File: src/rtl/toggle_cnt_pkg.sv
// Shared definitions for the toggle event counter: FSM state encoding and
// the default widths used by the top module parameters.
package toggle_cnt_pkg;

  localparam int DEF_CNT_W = 8;
  localparam int DEF_WIN_W = 8;

  typedef enum logic [1:0] {
    IDLE   = 2'b00,
    COUNT  = 2'b01,
    REPORT = 2'b10
  } state_t;

endpackage

File: src/rtl/toggle_edge_det.sv
// Transition detector for the toggle-stage output. The previous sample is
// kept every cycle regardless of FSM state, so the first window cycle always
// compares against the value seen in the cycle the window was opened.
module toggle_edge_det (
  input  logic clk,
  input  logic clr,
  input  logic t_in,
  output logic t_edge
);

  logic t_prev;

  // Register the toggle input every cycle; cleared by the synchronous reset.
  always_ff @(posedge clk) begin
    if (clr) begin
      t_prev <= 1'b0;
    end else begin
      t_prev <= t_in;
    end
  end

  assign t_edge = t_in ^ t_prev;

endmodule

File: src/rtl/toggle_event_counter.sv
// Counts transitions of a toggle-stage output over a programmable window of
// clk cycles and hands the result to a consumer through a valid/ready pair.
// The count saturates; an edge arriving while saturated raises ovf.
module toggle_event_counter
  import toggle_cnt_pkg::*;
#(
  parameter int CNT_W = DEF_CNT_W,
  parameter int WIN_W = DEF_WIN_W
) (
  input  logic             clk,
  input  logic             clr,
  input  logic             t_in,
  input  logic             start,
  input  logic [WIN_W-1:0] win_len,
  output logic [CNT_W-1:0] cnt_out,
  output logic             cnt_valid,
  input  logic             cnt_ready,
  output logic             ovf,
  output logic             busy
);

  localparam logic [CNT_W-1:0] CNT_MAX = '1;
  localparam logic [CNT_W-1:0] CNT_ONE = {{(CNT_W-1){1'b0}}, 1'b1};
  localparam logic [WIN_W-1:0] WIN_ONE = {{(WIN_W-1){1'b0}}, 1'b1};

  state_t           state;
  state_t           state_next;
  logic [WIN_W-1:0] win_cnt;
  logic [CNT_W-1:0] count;
  logic             ovf_q;
  logic             t_edge;
  logic             handshake;
  logic             start_win;
  logic             last_cycle;

  toggle_edge_det u_edge_det (
    .clk    (clk),
    .clr    (clr),
    .t_in   (t_in),
    .t_edge (t_edge)
  );

  // A window opens from IDLE, or straight out of REPORT when the result is
  // taken in the same cycle start is raised, giving back-to-back windows.
  assign handshake  = (state == REPORT) && cnt_ready;
  assign start_win  = start && ((state == IDLE) || handshake);
  assign last_cycle = (state == COUNT) && (win_cnt <= WIN_ONE);

  // State register.
  always_ff @(posedge clk) begin
    if (clr) begin
      state <= IDLE;
    end else begin
      state <= state_next;
    end
  end

  // Next-state logic; start is only looked at in IDLE and on the handshake.
  always_comb begin
    state_next = state;
    case (state)
      IDLE: begin
        if (start) begin
          state_next = COUNT;
        end
      end
      COUNT: begin
        if (last_cycle) begin
          state_next = REPORT;
        end
      end
      REPORT: begin
        if (cnt_ready) begin
          state_next = start ? COUNT : IDLE;
        end
      end
      default: state_next = IDLE;
    endcase
  end

  // Moore outputs decoded from the current state.
  always_comb begin
    cnt_valid = 1'b0;
    busy      = 1'b0;
    if (state == REPORT) begin
      cnt_valid = 1'b1;
    end
    if (state != IDLE) begin
      busy = 1'b1;
    end
  end

  // Window counter and saturating edge count; frozen outside COUNT so the
  // reported value stays put while the consumer back-pressures.
  always_ff @(posedge clk) begin
    if (clr) begin
      win_cnt <= '0;
      count   <= '0;
      ovf_q   <= 1'b0;
    end else if (start_win) begin
      win_cnt <= (win_len == '0) ? WIN_ONE : win_len;
      count   <= '0;
      ovf_q   <= 1'b0;
    end else if (state == COUNT) begin
      win_cnt <= win_cnt - WIN_ONE;
      if (t_edge) begin
        if (count == CNT_MAX) begin
          ovf_q <= 1'b1;
        end else begin
          count <= count + CNT_ONE;
        end
      end
    end
  end

  assign cnt_out = count;
  assign ovf     = ovf_q;

endmodule

File: config.mk
export PLATFORM = sky130hd
export DESIGN_NAME = toggle_event_counter
export DESIGN_NICKNAME = d
export VERILOG_FILES = /design/src/rtl/toggle_cnt_pkg.sv /design/src/rtl/toggle_edge_det.sv /design/src/rtl/toggle_event_counter.sv
export SDC_FILE = /design/constraint.sdc
export NUM_CORES = 1
export LEC_CHECK = 0
export ABC_AREA = 0
export ABC_CLOCK_PERIOD_IN_PS = 1500
export BUFFER_PORTS_ARGS = -buffer_cell sky130_fd_sc_hd__buf_4
export CORE_AREA = 2 2 42 59
export CTS_BUF_LIST = sky130_fd_sc_hd__clkbuf_8
export DETAILED_ROUTE_END_ITERATION = 10
export DIE_AREA = 0 0 44 61
export PLACE_DENSITY = 0.72
export SETUP_SLACK_MARGIN = 0.05
export SLEW_MARGIN = 20
export SYNTH_ARGS = -nofsm -noshare
export SYNTH_HDL_FRONTEND = slang
export SYNTH_SLANG_ARGS = --single-unit
File: constraint.sdc
create_clock -name clk -period 1.5 [get_ports clk]
set_input_delay 0.225 -clock clk [delete_from_list [all_inputs] [get_ports clk]]
set_output_delay 0.225 -clock clk [all_outputs]
set_load 0.005 [all_outputs]
==> results.cfg, run 1 <==
[outcome]
run_status = complete, no violations

[yosys]
yosys_warnings = 0
synth_top_cell_by_area = dfxtp_1
yosysSeqAreaShare_pct = 39.56
syn_nets = 135
synth_cells = 119
synth_area_um2 = 1012
synth_top_flop_cell = dfxtp_1
synthTopCellsByArea = dfxtp_1 40%, a21oi_1 5.9%, nand3_1 4.4%
synth_seq_cells = 20
async_reset_ff_share_pct = 0
avgSynthCellArea_um2 = 8.506
ys_types = 39
synth-edff-count = 0
synth_top_area_share_pct = 39.56

[routing]
ant_nets = 0
route.final.wire_length_mm = 2.687
route.detailed.drc = 0
drt-initial-drc-count = 27
dr.pass1.iters = 4
wl_per_cell_um = 14.76
vias = 1084
viasPerCell = 5.956

[power]
peakVddDrop_uv = 581.1
total_power_mw = 1.503
power.density_nw_per_um2 = 1005
p_leak_nw = 0.6199

[placed_design]
post-dp-hpwl_mm = 1.866
dp.cells = 174
placed_area_um2 = 1314
gp_congestion = 0.8010
io_buffer_count = 23

[setup_path]
r2r_slack_ns = 0.05
crit_path_start_kind = flop
crit_family = simple AND/OR/NAND/NOR gates
critPathMaxFanout = 7
required_ns = 1.69
critPathBufInv = 0
r2r_end = cnt_out[5]$_SDFFE_PP0P_
crit_arrival_ns = 1.65
endpoint_kind = flop
max_stage_delay_ns = 0.51
crit_slowest_cell = or4_4
r2r_cells = 4
crit_chain = and2b_2, o211ai_4, or4_4, a21oi_2
crit_type = flop to flop
regToRegStartpoint = state[1]$_SDFFE_PP0P_

[timing]
min_period_ns = 1.455
setup_viol = 0
grt_setup_unrepaired = yes
maxSlewViolCount = 0
clock.fmax_mhz = 687.5
setup-tns-final_ns = 0
tightest_slew_ns = 0.3332
fin_worst_skew_ns = 0.003255
hold_violations = 0
relSlewSlack_pct = 77.74
period_share_pct = 96.97

[hold_path]
hp-class = input port to flop
min-delay-start = t_in
holdPathEnd = u_edge_det.t_prev$_SDFF_PP0_
hold_depth = 2

[clock_tree]
insertion_delay_ns = 0.26
root_buffer = clkbuf_8
hold_buffers = 0
cts_max_level = 1
cts_tree = built
cts_buffers = 3
cts_sinks = 20
path_clk_slew_ns = 0.08
clock_path_buffers = 2

[die]
core_area_um2 = 2152
dieWidth_um = 44
io_pins = 24
initial_utilization_pct = 47.03
rows = 20
die_h_um = 61
dieArea_um2 = 2684

[global_route]
grt_use_met1_pct = 21.02
grt_max_degree = 13
grt.total_usage_pct = 20.91
grt_first_pass_wirelength_mm = 4.188
use_met3_pct = 3.571
antenna_found_initial = 0
grt_pass1_vias = 1012
grt-ovfl-total = 0
grt_busiest_layer = met2
met2_usage_pct = 41.39

[cells_and_area]
finalNonFillerCells = 182
area_growth_pct = 47.71
nets = 177
final_cell_area_um2 = 1495
final_common_cell = buf_4
final_cell_mix = 38 x buf_4, 15 x dfxtp_1, 10 x a21oi_1, 9 x nor2_1
antenna_cells = 0
fillerInstances = 184
drive_gt1_share_pct = 41.88

[flow_run]
max_cap_violations = 0
[how the worst max path moves through the flow]
stage | startpoint | end | depth (start not counted)
2_1_floorplan | cnt_out[0]$_SDFFE_PP0P_ | cnt_out[5]$_SDFFE_PP0P_ | 5
3_3_place_gp | state[1]$_SDFFE_PP0P_ | win_cnt[4]$_SDFFE_PP0P_ | 5
3_5_place_dp | state[0]$_SDFFE_PP0P_ | win_cnt[4]$_SDFFE_PP0P_ | 5
4_1_cts | state[0]$_SDFFE_PP0P_ | win_cnt[4]$_SDFFE_PP0P_ | 5
5_1_grt | state[1]$_SDFFE_PP0P_ | cnt_out[5]$_SDFFE_PP0P_ | 4
6_report | state[1]$_SDFFE_PP0P_ | cnt_out[5]$_SDFFE_PP0P_ | 4
[where the power goes]
part           internal [mW]  total [mW]  switching (mW)
clock network          0.356       0.538           0.182
logic                  0.168       0.348           0.180
registers              0.573       0.617          0.0441
[layout make-up]
cell class	count	area [µm²]	share of cell area, %
clock buffers	3	41.29	2.762
clock inverters	1	30.03	2.008
inverters	4	15.01	1.004
multi-input cells	92	666.9	44.60
flip-flops and latches	20	406.6	27.20
well taps	22	27.53	1.841
repair buffers	40	307.8	20.59
[logic make-up (layout without fill, tap and decap cells)]
kind of cell / count (synthesis) / count (layout) / synth area share, %
AOI/OAI and AO/OA: 35 / 35 / 23.49
muxes: 1 / 1 / 0.9889
and+or+nand+nor: 49 / 49 / 25.34
buffers and inverters: 7 / 48 / 2.719
adders and majority gates: 3 / 3 / 3.709
DFF: 20 / 20 / 39.55
xor gates and xnor gates: 4 / 4 / 4.204
[worst register-to-register path, cell delays in order (launching register included)]
cell and delay (ns):
dfxtp_2 0.34, and2b_2 0.28, o211ai_4 0.13, or4_4 0.51, a21oi_2 0.14
[synthesized netlist by cell type (3+ instances only)]
| cell | number |
|---|---|
| a21oi_1 | 12 |
| a31oi_1 | 3 |
| dfxtp_1 | 20 |
| ha_1 | 3 |
| inv_1 | 4 |
| nand2_1 | 10 |
| nand2b_1 | 3 |
| nand3_1 | 9 |
| nor2_1 | 9 |
| nor2b_1 | 3 |
| o21ai_0 | 3 |
| o31ai_1 | 3 |
| xor2_1 | 3 |
[metal layers]
metal	vias up	part of all wire (%)
met2	28	58
met1	525	38
met5	-	0
li1	527	-
met3	4	3.4
met4	0	1.3
[stage by stage]
| stage | util [%] | hold slack (ns) | worst slack (ns) |
|---|---|---|---|
| finish | 69.48 | 0.2205 | 0.04548 |
| global route | 69.48 | 0.2328 | -0.01920 |
| CTS | 65.76 | 0.2254 | 0.05623 |
| detailed placement | 61.05 | 0.4663 | 0.01744 |
| global placement | 61.05 | 0.4676 | 0.06337 |
| floorplan | - | 0.3532 | 0.05858 |
[registers in the layout (all words and copies together), names as in the netlist]
| register | count |
|---|---|
| cnt_out | 8 |
| win_cnt | 8 |
| state | 2 |
| ovf | 1 |
| u_edge_det.t_prev | 1 |
[repair_timing]
| item | 4_1_cts | 5_1_grt |
|---|---|---|
| pin swaps | 3 | 6 |
| resized for setup | 4 | 18 |
| setup buffers | 1 | 3 |
| setup endpoints to repair | 6 | 16 |
Power figures use the tool's default switching activity.
==> inputs of run 2 (changes only) <==
--- a/config.mk
+++ b/config.mk
@@ -5,14 +5,14 @@
 export SDC_FILE = /design/constraint.sdc
 export NUM_CORES = 1
 export LEC_CHECK = 0
-export ABC_AREA = 0
+export ABC_AREA = 1
 export ABC_CLOCK_PERIOD_IN_PS = 1500
 export BUFFER_PORTS_ARGS = -buffer_cell sky130_fd_sc_hd__buf_4
-export CORE_AREA = 2 2 42 59
+export CORE_AREA = 2 2 45 64
 export CTS_BUF_LIST = sky130_fd_sc_hd__clkbuf_8
 export DETAILED_ROUTE_END_ITERATION = 10
-export DIE_AREA = 0 0 44 61
-export PLACE_DENSITY = 0.72
+export DIE_AREA = 0 0 47 66
+export PLACE_DENSITY = 0.73
 export SETUP_SLACK_MARGIN = 0.05
 export SLEW_MARGIN = 20
 export SYNTH_ARGS = -nofsm -noshare
==> run 2 against run 1 <==
Compared with the run above: clock-buffer cell count increased by 1; sequential share of layout area decreased by 1.2 points; synthesized cell count increased by 71%; area after synthesis increased by 22%; sequential power about the same; hold slack got worse by 0.027 ns; critical path depth increased by 3; clock power decreased by 25%; critical path type unchanged; critical endpoint is now state[0]$_SDFFE_PP0P_; largest cell class unchanged; highest routed layer unchanged.
==> results.cfg, run 2 <==
[timing]
grt_setup_unrepaired = yes
setup_viol = 0
relSlewSlack_pct = 81.76
tightest_slew_ns = 0.2726
min_period_ns = 1.312
clock.fmax_mhz = 762.0
setup-tns-final_ns = 0
period_share_pct = 87.49
hold_violations = 0
maxSlewViolCount = 0
fin_worst_skew_ns = 0.005441

[setup_path]
crit_path_start_kind = flop
crit_slowest_cell = dfxtp_1
critPathMaxFanout = 7
crit_arrival_ns = 1.47
crit_type = flop to flop
path_common_cell = nor2_1
critPathBufInv = 1
required_ns = 1.66
max_stage_delay_ns = 0.34
crit_family = flip-flops
endpoint_kind = flop
crit_chain = inv_1, ha_2, nor2_1, nor3_1, a21oi_1, nor2_1, nor2_1

[routing]
route.final.wire_length_mm = 2.753
wl_per_cell_um = 10.27
dr_wl_met2_mm = 1.461
viasPerCell = 4.832
dr.max_layer_used = met4
wl_met3_um = 84
ant_nets = 0
route.detailed.drc = 0
drt-initial-drc-count = 41
dr.pass1.iters = 4
vias = 1295
wl_met1_mm = 1.139

[clock_tree]
cts_sinks = 20
root_buffer = clkbuf_8
cts_buffers = 3
path_clk_slew_ns = 0.07
hold_buffers = 0
clock_path_buffers = 2
cts_tree = built
cts_max_level = 1
insertion_delay_ns = 0.26

[hold_path]
hp-class = input port to flop

[cells_and_area]
drive_gt1_share_pct = 21.55
final_cell_mix = 57 x nand2_1, 30 x nor2_1, 27 x buf_4, 26 x inv_1, 21 x nand3_1
area_growth_pct = 25.61
antenna_cells = 0
final_common_cell = nand2_1
nets = 249

[global_route]
grt-ovfl-total = 0
grt_max_degree = 12
grt_first_pass_wirelength_mm = 4.519
grt_pass1_vias = 1113
antenna_found_initial = 0
grt.total_usage_pct = 20.17

[yosys]
synthXorXnorAreaFrac_pct = 0.7085
synth_top_cell_by_area = dfxtp_1
synthSimpleGateAreaFrac_pct = 45.75
synth_most_common_cell = nand2_1
synth_commonest_cells = 57 x nand2_1, 30 x nor2_1, 26 x inv_1
synth_top_area_share_pct = 32.39
synthTopCellsByArea = dfxtp_1 32%, nand2_1 17%, nor2_1 9.1%
synth_top_family_by_area = simple AND/OR/NAND/NOR gates
syn_nets = 219
synth_cells = 203
synth-edff-count = 0
yosysSeqAreaShare_pct = 32.39
synth-compound-area-share_pct = 8.300
synth_seq_cells = 20
synth_top_flop_cell = dfxtp_1
synthAdderAreaFrac_pct = 3.036
ys_types = 20
async_reset_ff_share_pct = 0
synth_area_um2 = 1236
synth.area.mux_share_pct = 0
yosys_warnings = 0
avgSynthCellArea_um2 = 6.090

[power]
total_power_mw = 1.420
p_leak_nw = 0.7169
power.density_nw_per_um2 = 914.8
peakVddDrop_uv = 633.7

[die]
dieArea_um2 = 3102
core_area_um2 = 2532
initial_utilization_pct = 48.81
dieWidth_um = 47
io_pins = 24
rows = 22
die_h_um = 66

[flow_run]
max_cap_violations = 0

[placed_design]
post-dp-hpwl_mm = 2.159
io_buffer_count = 23
gp_congestion = 0.8317

[outcome]
run_status = complete, no violations
## run 2: where the power goes
group | switching, mW | internal [mW]
Clock | 0.173 | 0.234
Combinational | 0.239 | 0.157
Sequential | 0.0431 | 0.574
Total | 0.455 | 0.965
## run 2: logic make-up after synthesis
group / Yosys count
AND/OR/NAND/NOR: 127
flip-flops: 20
XOR/XNOR: 1
buffers and inverters: 32
adder cells (fa/ha/maj): 3
AO/OA/AOI/OAI: 20
## run 2: worst paths after layout
check                                              from                            to  slack [ns]  cells after the start
worst max register to register  win_cnt[0]$_SDFFE_PP0P_         state[0]$_SDFFE_PP0P_        0.19                      7
worst min-delay path                               t_in  u_edge_det.t_prev$_SDFF_PP0_        0.19                      3
worst max-delay path            win_cnt[0]$_SDFFE_PP0P_         state[0]$_SDFFE_PP0P_        0.19                      7
worst min register to register         ovf$_SDFFE_PP0P_              ovf$_SDFFE_PP0P_        0.48                      2
## run 2: per-stage QoR
| step | setup slack, ns | hold WS [ns] | instances | area, µm² | utilization, % |
|---|---|---|---|---|---|
| floorplan | 0.2390 | 0.3499 | 203 | 1236 | - |
| global placement | 0.1501 | 0.4549 | 263 | 1468 | 57.95 |
| detailed placement | 0.1149 | 0.4640 | 263 | 1468 | 57.95 |
| CTS | 0.09335 | 0.1967 | 267 | 1523 | 60.13 |
| global route | 0.02922 | 0.2146 | 268 | 1553 | 61.31 |
| finish | 0.1877 | 0.1930 | 268 | 1553 | 61.31 |
## run 2: worst register-to-register path, delay by kind of cell, from the launching register on
kind / cells / cell delay, ns
AOI/OAI and AO/OA: 1 / 0.11
adders and majority gates: 1 / 0.27
buffers and inverters: 1 / 0.15
DFF: 1 / 0.34
and+or+nand+nor: 4 / 0.33
## run 2: layout make-up
cell class | instances | area (µm²)
clock buffers | 4 | 55.05
multi-input cells | 151 | 734.5
flip-flops and latches | 20 | 402.9
repair buffers | 27 | 202.7
well taps | 36 | 45.04
inverters | 30 | 112.6
fillers | 268 | 979.7
## run 2: what timing repair did
item,CTS,global route
setup endpoints to repair,0,11
gates resized for setup,0,6
buffers inserted,0,1
## run 2: per-layer routing
metal	GRT usage (%)	vias up
li1	-	700
met2	36.64	29
met5	0	-
met1	21.33	556
met3	3.279	10
met4	9.028	0
